--- src/rtl/fetch_ctrl_pkg.sv ---
// Shared types for the fetch stage: instruction-bus request/response,
// fetch FSM states and the fetch/decode slot payload.
package fetch_ctrl_pkg;

    // Instruction-bus request: address held stable while valid until data_ok.
    typedef struct packed {
        logic        valid;
        logic [63:0] addr;
    } ibus_req_t;

    // Instruction-bus response: one 32-bit instruction per data_ok pulse.
    typedef struct packed {
        logic        data_ok;
        logic [31:0] data;
    } ibus_resp_t;

    typedef enum logic [1:0] {
        FETCH,
        HOLD,
        FLUSH
    } fetch_ctrl_state_t;

    // Payload of both the fetch/decode slot and the hold buffer.
    typedef struct packed {
        logic [63:0] pc;
        logic [31:0] instr;
    } fetch_slot_t;

    localparam logic [63:0] PC_STEP = 64'd4;

endpackage

--- src/rtl/fetch_hold_buf.sv ---
// One-entry hold buffer catching a fetched instruction while decode stalls.
// Clear (squash) wins over load, load wins over drain.
module fetch_hold_buf
    import fetch_ctrl_pkg::*;
(
    input  logic        clk,
    input  logic        reset,
    input  logic        load,
    input  fetch_slot_t load_data,
    input  logic        drain,
    input  logic        clear,
    output logic        valid,
    output fetch_slot_t data
);

    // Valid bit: the only state that must be known after reset.
    always_ff @(posedge clk or negedge reset) begin
        if (!reset) begin
            valid <= 1'b0;
        end else if (clear) begin
            valid <= 1'b0;
        end else if (load) begin
            valid <= 1'b1;
        end else if (drain) begin
            valid <= 1'b0;
        end
    end

    // Payload capture on load.
    // NOTE: payload is always qualified by valid, so it carries no reset.
    always_ff @(posedge clk) begin
        if (load) begin
            data <= load_data;
        end
    end

endmodule

--- src/rtl/fetch_ctrl.sv ---
// Fetch-stage sequencer: owns the fetch PC, drives the instruction bus,
// feeds a registered fetch/decode slot and handles redirects.
// Optional macro FETCH_CTRL_PERF_EN adds saturating stall/flush counters.
module fetch_ctrl
    import fetch_ctrl_pkg::*;
#(
    parameter logic [63:0] PC_RESET = 64'h0000_0000_8000_0000
) (
    input  logic        clk,
    input  logic        reset,
    output ibus_req_t   ireq,
    input  ibus_resp_t  iresp,
    input  logic        redirect_valid,
    input  logic [63:0] redirect_pc,
    input  logic        stall_in,
    output logic        out_valid,
    output logic [63:0] out_pc,
    output logic [31:0] out_instr
`ifdef FETCH_CTRL_PERF_EN
    ,
    output logic [31:0] perf_stall_cycles,
    output logic [31:0] perf_flushed
`endif
);

    fetch_ctrl_state_t state_q, state_d;
    logic [63:0]       pc_q, pc_d;
    logic [63:0]       target_q, target_d;
    fetch_slot_t       slot_q, slot_d;
    logic              out_valid_q, out_valid_d;
    logic              buf_load, buf_drain, buf_clear, buf_valid;
    fetch_slot_t       buf_data;
    fetch_slot_t       fetched;

    assign fetched = '{pc: pc_q, instr: iresp.data};

    fetch_hold_buf u_hold_buf (
        .clk       (clk),
        .reset     (reset),
        .load      (buf_load),
        .load_data (fetched),
        .drain     (buf_drain),
        .clear     (buf_clear),
        .valid     (buf_valid),
        .data      (buf_data)
    );

    // State, PC, redirect target and slot registers.
    // NOTE: sequential state uses non-blocking assignments so every register
    // samples the pre-edge values computed by the combinational block.
    always_ff @(posedge clk or negedge reset) begin
        if (!reset) begin
            state_q     <= FETCH;
            pc_q        <= PC_RESET;
            target_q    <= '0;
            slot_q      <= '0;
            out_valid_q <= 1'b0;
        end else begin
            state_q     <= state_d;
            pc_q        <= pc_d;
            target_q    <= target_d;
            slot_q      <= slot_d;
            out_valid_q <= out_valid_d;
        end
    end

    // Next-state, bus request and slot update; redirect outranks data_ok and stall.
    always_comb begin
        // NOTE: every output gets a default first so no path infers a latch.
        state_d     = state_q;
        pc_d        = pc_q;
        target_d    = target_q;
        slot_d      = slot_q;
        out_valid_d = out_valid_q & stall_in;  // a consumed slot empties
        buf_load    = 1'b0;
        buf_drain   = 1'b0;
        buf_clear   = 1'b0;
        ireq.valid  = 1'b0;
        ireq.addr   = pc_q;

        case (state_q)
            FETCH: begin
                ireq.valid = 1'b1;
                if (redirect_valid) begin
                    out_valid_d = 1'b0;
                    if (iresp.data_ok) begin
                        pc_d = redirect_pc;          // response belongs to squashed path
                    end else begin
                        target_d = redirect_pc;      // must wait out the in-flight request
                        state_d  = FLUSH;
                    end
                end else if (iresp.data_ok) begin
                    pc_d = pc_q + PC_STEP;
                    if (!out_valid_q || !stall_in) begin
                        slot_d      = fetched;
                        out_valid_d = 1'b1;
                    end else begin
                        buf_load = 1'b1;
                        state_d  = HOLD;
                    end
                end
            end
            HOLD: begin
                if (redirect_valid) begin
                    buf_clear   = 1'b1;
                    pc_d        = redirect_pc;
                    out_valid_d = 1'b0;
                    state_d     = FETCH;
                end else if (!stall_in && buf_valid) begin
                    slot_d      = buf_data;
                    out_valid_d = 1'b1;
                    buf_drain   = 1'b1;
                    state_d     = FETCH;
                end
            end
            FLUSH: begin
                ireq.valid  = 1'b1;
                out_valid_d = 1'b0;
                if (redirect_valid) begin
                    target_d = redirect_pc;
                end
                if (iresp.data_ok) begin
                    pc_d    = redirect_valid ? redirect_pc : target_q;
                    state_d = FETCH;
                end
            end
            default: begin
                state_d = FETCH;
            end
        endcase
    end

    assign out_valid = out_valid_q;
    assign out_pc    = slot_q.pc;
    assign out_instr = slot_q.instr;

`ifdef FETCH_CTRL_PERF_EN
    logic stall_evt, flush_evt;

    assign stall_evt = (state_q == FETCH) && !iresp.data_ok;
    assign flush_evt = iresp.data_ok &&
                       ((state_q == FLUSH) || ((state_q == FETCH) && redirect_valid));

    // Saturating counters for bus wait cycles and discarded responses.
    always_ff @(posedge clk or negedge reset) begin
        if (!reset) begin
            perf_stall_cycles <= '0;
            perf_flushed      <= '0;
        end else begin
            if (stall_evt && (perf_stall_cycles != '1)) begin
                perf_stall_cycles <= perf_stall_cycles + 32'd1;
            end
            if (flush_evt && (perf_flushed != '1)) begin
                perf_flushed <= perf_flushed + 32'd1;
            end
        end
    end
`endif

endmodule
--- config.mk ---
export PLATFORM = sky130hd
export DESIGN_NAME = fetch_ctrl
export DESIGN_NICKNAME = d
export VERILOG_FILES = /design/src/rtl/fetch_ctrl_pkg.sv /design/src/rtl/fetch_hold_buf.sv /design/src/rtl/fetch_ctrl.sv
export SDC_FILE = /design/constraint.sdc
export NUM_CORES = 1
export LEC_CHECK = 0
export BUFFER_PORTS_ARGS = -buffer_cell sky130_fd_sc_hd__buf_2
export CORE_MARGIN = 5
export CORE_UTILIZATION = 40
export CTS_CLUSTER_SIZE = 12
export DETAILED_ROUTE_END_ITERATION = 16
export GPL_TIMING_DRIVEN = 1
export HOLD_SLACK_MARGIN = 0.02
export MAX_ROUTING_LAYER = met4
export REMOVE_ABC_BUFFERS = 1
export SLEW_MARGIN = 20
export SYNTH_ARGS = -nofsm -noshare
export SYNTH_HDL_FRONTEND = slang
export SYNTH_SLANG_ARGS = --single-unit
--- constraint.sdc ---
create_clock -name clk -period 7.6 [get_ports clk]
set_input_delay 1.14 -clock clk [delete_from_list [all_inputs] [get_ports clk]]
set_output_delay 1.14 -clock clk [all_outputs]
set_load 0.005 [all_outputs]
==> flow_metrics.py, run 1 <==
metrics = {
    "outcome": {
        "run_status": "completed",
    },
    "power": {
        "p_int_mw": 4.858,
        "powerDensity_mw_per_mm2": 428.7,
        "power.switching_mw": 3.102,
        "max-vdd-ir-drop_uv": 173.5,
        "netSwitchingFraction_pct": 38.97,
        "static-leakage-power_nw": 7.398,
        "p_comb_share_pct": 39.5,
        "clock_group_share_of_total_power_pct": 21.1,
        "power_frac_seq_pct": 39.3,
    },
    "global_routing": {
        "gr-usage-all-layers_pct": 21.73,
        "first_global_vias": 12410,
        "grt_overflow_total": 0,
        "grt_pass1_wl_mm": 73.96,
        "grt_start_max_net_pins": 95,
        "grt_antenna_before_repair": 7,
    },
    "clock_tree": {
        "ctsHtreeMaxLevel": 2,
        "worst_skew_pair.late_latency_ns": 0.53,
        "post_cts_resized": 0,
        "post_cts_setup_buffer_count": 0,
        "cts_root_buffer": "clkbuf_16",
        "tritoncts": "done",
        "cts_num_sinks": 324,
        "cts_made_buffers": 36,
        "clockBufferDepth": 3,
        "worst_setup_hold_path_clk_slew_ns": 0.06,
        "post_cts_hold_buffer_count": 0,
    },
    "layout": {
        "synthesis_to_finish_area_growth_pct": 18.18,
        "fraction_of_final_layout_cells_with_drive_strength_greater_than_1_pct": 24.39,
        "postLayoutCoreUtil_pct": 47.94,
        "nNetsFinal": 1794,
    },
    "yosys": {
        "syn-instance-count": 1480,
        "synthesis.area_mm2": 0.01571,
        "synth-edff-count": 96,
        "syn-mean-instance-area_um2": 10.62,
        "synth-warning-count": 0,
        "synth.yosys.seq_area_share_pct": 54.67,
        "postSynthRegisterBits": 324,
        "synth_ff_type": "dfrtp_1",
        "synth_async_sr_flop_share_pct": 70.37,
        "synth_unique_cells": 68,
    },
    "route": {
        "antenna_left": 0,
        "route.top_layer_used": "met4",
        "post-route-drc-count": 0,
        "met3WireLength_mm": 2.835,
        "avgRoutedWirePerCell_um": 20.94,
        "vias": 12670,
        "first_iter_violations": 930,
        "vias_per_cell": 5.659,
        "wl_mm": 46.89,
        "detail_route.wirelength.met1_mm": 21.34,
        "met2RoutedLength_mm": 22.01,
        "drtPass1Iterations": 5,
    },
    "sta": {
        "finalClockSkew_ns": 0.01288,
        "setup_viol": 0,
        "tns_ns": 0,
        "fin_ws_ns": 3.290,
        "timing.final.max_slew_violations": 0,
        "period_utilization_post_route_pct": 56.71,
        "maxClockFrequency_mhz": 232.0,
        "worst_pin_slew_ns": 1.140,
        "unrepaired_setup_endpoints_after_global_routing": "no",
        "slew-limit-headroom_pct": 23.99,
        "whs_ns": 0.5025,
        "timing.final.hold_violations": 0,
        "fin_crit_ns": 4.310,
    },
    "worst_setup_path": {
        "worst-path-max-fanout": 65,
        "critPathLaunchType": "flop",
        "worst_ep_required_time_ns": 8.04,
        "cp-end-kind": "flop",
        "r2r_end": "out_instr[23]",
        "worst-r2r-cell-count": 9,
        "reg2reg_slack_ns": 3.29,
        "critical_path.reg2reg.startpoint": "state_q[1]",
        "cp.arrival_ns": 4.75,
        "timing_worst_setup_path_type": "flop to flop",
    },
    "placement": {
        "dp_worst_setup_slack_ns": 3.269,
        "placer_s_final_routability_congestion_estimate": 0.8235,
        "io_buffer_count": 262,
        "post-dp-hpwl_mm": 30.72,
    },
    "worst_hold_path": {
        "whs_endpoint": "target_q[2]",
        "min_from": "target_q[2]",
        "timing.hold.worst.class": "flop to flop",
        "worstHoldPathCells": 1,
    },
    "run": {
        "drv_cap": 0,
    },
    "die": {
        "floorplan.initialDensity_pct": 40.56,
        "die_boundary_width_um": 208.2,
        "fp-row-count": 72,
        "floorplan.io_pins": 263,
        "die_outline_height_um": 208.2,
        "die_area_mm2": 0.04335,
        "core_area_mm2": 0.03874,
    },
}
## logic make-up after synthesis
| logic type | after synthesis | synth area share (%) |
|---|---|---|
| AO/OA/AOI/OAI | 427 | 16.66 |
| AND/OR/NAND/NOR | 396 | 11.69 |
| multiplexers | 196 | 13.05 |
| flip-flops | 324 | 54.67 |
| adder cells (fa/ha/maj) | 5 | 0.3982 |
| XOR/XNOR | 5 | 0.2788 |
| buffers and inverters | 127 | 3.257 |
## critical path, cell delays in order, from the launching register on
cell and delay (ns):
dfrtp_1 0.43, inv_1 0.18, ha_4 0.65, buf_4 0.85
nor2_1 0.17, a2111oi_2 0.38, buf_4 0.58, buf_4 0.62
nor2_1 0.10, a21oi_1 0.15
## layout by cell type, fill, tap and decap left out, types with 24 or more instances in the layout
| master | count |
|---|---|
| clkbuf_16 | 37 |
| mux2i_1 | 125 |
| nor2_1 | 132 |
| a21oi_1 | 199 |
| a22o_1 | 24 |
| nand3_1 | 33 |
| edfxtp_1 | 96 |
| o21ai_0 | 61 |
| nand2_1 | 119 |
| dfrtp_1 | 227 |
| o211ai_1 | 24 |
| mux2_2 | 71 |
| buf_2 | 260 |
## synth_stat cells (all sizes together), types with 3 or more instances
cell,number,area (µm²)
dfrtp,227,5680
a21oi,199,996.0
nor2,132,495.5
mux2i,125,1251
nand2,119,446.7
edfxtp,96,2883
mux2,71,799.5
clkbuf,70,264.0
o21ai,62,310.3
buf,40,183.9
nand3,34,170.2
a22o,24,210.2
o211ai,24,180.2
a22oi,20,150.1
nor3,20,105.1
nand4,19,118.9
nor4,19,137.6
and3,17,106.4
o22ai,17,106.4
inv,16,60.06
a31oi,12,75.07
nand2b,6,37.54
a21o,5,37.54
and2,5,31.28
and4,5,43.79
ha,5,62.56
nor3b,5,37.54
o22a,5,43.79
o2bb2ai,5,43.79
o31ai,5,37.54
or4,5,37.54
a211oi,4,30.03
a221oi,4,35.03
a31o,4,35.03
a41oi,4,35.03
o21a,4,30.03
o31a,4,35.03
or2,4,25.03
a211o,3,26.28
a21boi,3,22.52
a32oi,3,26.28
a41o,3,30.03
xor2,3,26.28
## per-layer routing
metal	GRT usage, %	up-vias
met3	4.127	50
met4	4.892	0
met1	30.24	6287
met2	33.47	390
met5	-	-
li1	-	5944
## flip-flops by register name (all words and copies together), names as in the netlist
signal / count
state_q: 2
out_instr: 32
out_valid: 1
pc_q: 64
u_hold_buf.valid: 1
u_hold_buf.data: 96
out_pc: 64
target_q: 64
## power groups by stage
stage	registers [mW]	clock network (mW)	logic, mW
final	3.13	1.68	3.15
after global routing	3.23	1.80	3.51
after CTS	3.13	1.73	3.18
after detailed placement	3.16	0	3.16
after global placement	3.13	0	3.08
after floorplan	3.01	0	2.18
## how the worst max path moves through the flow
stage / startpoint / slack, ns / endpoint / cells after the start
3_3_place_gp: state_q[1] / 3.37 / pc_q[27] / 8
6_report: state_q[1] / 3.29 / out_instr[23] / 9
2_1_floorplan: state_q[1] / -19.82 / out_instr[0] / 5
5_1_grt: state_q[1] / 2.87 / out_instr[9] / 9
3_5_place_dp: state_q[1] / 3.27 / out_pc[51] / 9
4_1_cts: state_q[1] / 3.23 / out_instr[23] / 9
## stage by stage
step | area (µm²) | std cells | power [mW]
floorplan | 15260 | 1370 | 5.195
global placement | 17430 | 2168 | 6.210
detailed placement | 17430 | 2168 | 6.325
CTS | 18550 | 2232 | 8.037
global route | 18570 | 2239 | 8.535
finish | 18570 | 2239 | 7.960
## area by class of cell
| cell class | instances | area [µm²] |
|---|---|---|
| inverter | 17 | 63.81 |
| fill | 3652 | 20170 |
| clock buffer | 57 | 1061 |
| clock inverter | 7 | 56.30 |
| timing repair buffer | 280 | 1459 |
| antenna | 7 | 17.52 |
| multi-input combinational | 1029 | 6674 |
| sequential | 324 | 8589 |
| tap | 518 | 648.1 |
Note: power is estimated with default switching activity, not from simulation.
==> run 2, diff against run 1 <==
==> constraint.sdc (replaced) <==
create_clock -name clk -period 4 [get_ports clk]
set_input_delay 0.6 -clock clk [delete_from_list [all_inputs] [get_ports clk]]
set_output_delay 0.6 -clock clk [all_outputs]
set_load 0.005 [all_outputs]
==> run 2 against run 1 <==
Net effect:
- total power rose by 95%
- non-clock buffer count rose by 12
- clock skew up 0.0061 ns
- cell count up 0.76%
- sequential share of layout area shrank 0.70 points
- clock-buffer cell count decreased by 1
- critical path depth increased by 1
- via count increased by 0.30%
- die area stayed put
- worst hold slack got worse by 0.45 ns
- register-to-register slack got worse by 2.4 ns
- critical endpoint is now pc_q[27]
- largest power group unchanged
==> flow_metrics.py, run 2 (synthesis gave the netlist of run 1 again) <==
metrics = {
    "outcome": {
        "run_status": "completed",
    },
    "route": {
        "wl_mm": 48.01,
        "post-route-drc-count": 0,
        "vias": 12710,
        "first_iter_violations": 1043,
        "antenna_left": 0,
        "avgRoutedWirePerCell_um": 21.28,
        "vias_per_cell": 5.633,
        "drtPass1Iterations": 6,
    },
    "clock_tree": {
        "worst_skew_pair.late_latency_ns": 0.55,
        "clockBufferDepth": 3,
        "tritoncts": "done",
        "worst_setup_hold_path_clk_slew_ns": 0.06,
        "post_cts_resized": 0,
        "post_cts_hold_buffer_count": 0,
        "cts_made_buffers": 39,
        "post_cts_setup_buffer_count": 0,
        "ctsHtreeMaxLevel": 2,
        "cts_root_buffer": "clkbuf_16",
        "cts_num_sinks": 324,
    },
    "global_routing": {
        "grt_pass1_wl_mm": 74.52,
        "gr-usage-all-layers_pct": 22.15,
        "grt_antenna_before_repair": 6,
        "grt_overflow_total": 0,
        "first_global_vias": 12460,
        "grt_start_max_net_pins": 123,
    },
    "die": {
        "die_boundary_width_um": 208.2,
        "die_outline_height_um": 208.2,
        "floorplan.initialDensity_pct": 40.56,
        "die_area_mm2": 0.04335,
        "fp-row-count": 72,
        "core_area_mm2": 0.03874,
        "floorplan.io_pins": 263,
    },
    "sta": {
        "setup_viol": 0,
        "worst_pin_slew_ns": 1.091,
        "slew-limit-headroom_pct": 27.24,
        "timing.final.hold_violations": 0,
        "whs_ns": 0.05587,
        "fin_crit_ns": 3.118,
        "timing.final.max_slew_violations": 0,
        "finalClockSkew_ns": 0.01899,
        "period_utilization_post_route_pct": 77.95,
        "fin_ws_ns": 0.8820,
        "maxClockFrequency_mhz": 320.7,
        "unrepaired_setup_endpoints_after_global_routing": "no",
    },
    "run": {
        "drv_cap": 0,
    },
    "layout": {
        "layout.cells.most_common_list": "buf_2 (260), dfrtp_1 (227), a21oi_1 (199), nor2_1 (132), mux2i_1 (125)",
        "most_common_cell_after_layout_fill_and_taps_aside": "buf_2",
        "fraction_of_final_layout_cells_with_drive_strength_greater_than_1_pct": 25.17,
        "n_fill_cell": 3583,
        "synthesis_to_finish_area_growth_pct": 19.99,
        "nNetsFinal": 1809,
        "top_register": "u_hold_buf.data",
        "largest_register_ff_count": 96,
    },
    "worst_setup_path": {
        "worst_ep_required_time_ns": 4.45,
        "timing_worst_setup_path_type": "flop to flop",
        "critPathLaunchType": "flop",
        "cp-end-kind": "flop",
        "r2r_end": "pc_q[27]",
        "reg2reg_slack_ns": 0.88,
        "worst-r2r-cell-count": 10,
        "worst-path-max-fanout": 41,
        "critical_path.reg2reg.startpoint": "state_q[0]",
        "cp.arrival_ns": 3.57,
    },
    "placement": {
        "dp_worst_setup_slack_ns": 0.9581,
        "io_buffer_count": 262,
        "placer_s_final_routability_congestion_estimate": 0.8494,
        "post-dp-hpwl_mm": 31.86,
    },
    "power": {
        "static-leakage-power_nw": 7.544,
        "powerDensity_mw_per_mm2": 822.7,
        "max-vdd-ir-drop_uv": 436.4,
    },
    "worst_hold_path": {
        "timing.hold.worst.class": "input pin to asynchronous set/reset pin",
    },
}
-- run 2: final cells by class --
type	instances	area, µm²	share of cell area, %
Clock inverter	14	115.1	0.6106
Multi-Input combinational cell	1029	6674	35.40
Sequential cell	324	8589	45.56
Inverter	17	63.81	0.3385
Tap cell	518	648.1	3.438
Timing Repair Buffer	292	1615	8.568
Antenna cell	6	15.01	0.07964
Clock buffer	56	1132	6.006
-- run 2: power by group --
part | internal, mW | switching [mW]
Clock | 2.09 | 1.39
Combinational | 2.71 | 3.42
Sequential | 4.71 | 1.19
Total | 9.51 | 6.00
-- run 2: routing by layer --
layer  vias up  routed length (µm)  share of wire, %  track usage [%]
met1      6244               21870                46            30.57
met2       418               21970                46            33.47
met4         0                1116               2.3            5.912
met5         -                   0                 0                -
li1       5967                   -                 -                -
met3        80                3053               6.4            4.850
-- run 2: through the flow --
stage                     cells  utilization [%]  TNS [ns]  area [µm²]  total power [mW]
after floorplan            1370                -  -2831.10       15260             9.578
after global placement     2180            45.40         0       17590             11.92
after detailed placement   2180            45.40         0       17590             12.10
after CTS                  2250            48.62         0       18830             15.65
after global routing       2256            48.67         0       18850             16.58
final                      2256            48.67         0       18850             15.51
-- run 2: worst max-delay path by stage --
stage | start | to | slack (ns) | cells past startpoint
after floorplan | state_q[1] | out_instr[0] | -23.42 | 5
after detailed placement | state_q[0] | pc_q[62] | 0.96 | 11
after CTS | state_q[0] | pc_q[62] | 0.94 | 11
after global routing | state_q[0] | pc_q[62] | 0.74 | 11
final | state_q[0] | pc_q[27] | 0.88 | 10
after global placement | state_q[0] | pc_q[62] | 1.02 | 11
-- run 2: critical path, cell delays in order (launching register included) --
cell	delay [ns]
dfrtp_1	0.47
inv_1	0.21
ha_2	0.22
buf_4	0.50
inv_1	0.34
a21oi_1	0.22
a21o_1	0.33
buf_4	0.32
a22o_1	0.17
a41oi_1	0.04
o21ai_0	0.18
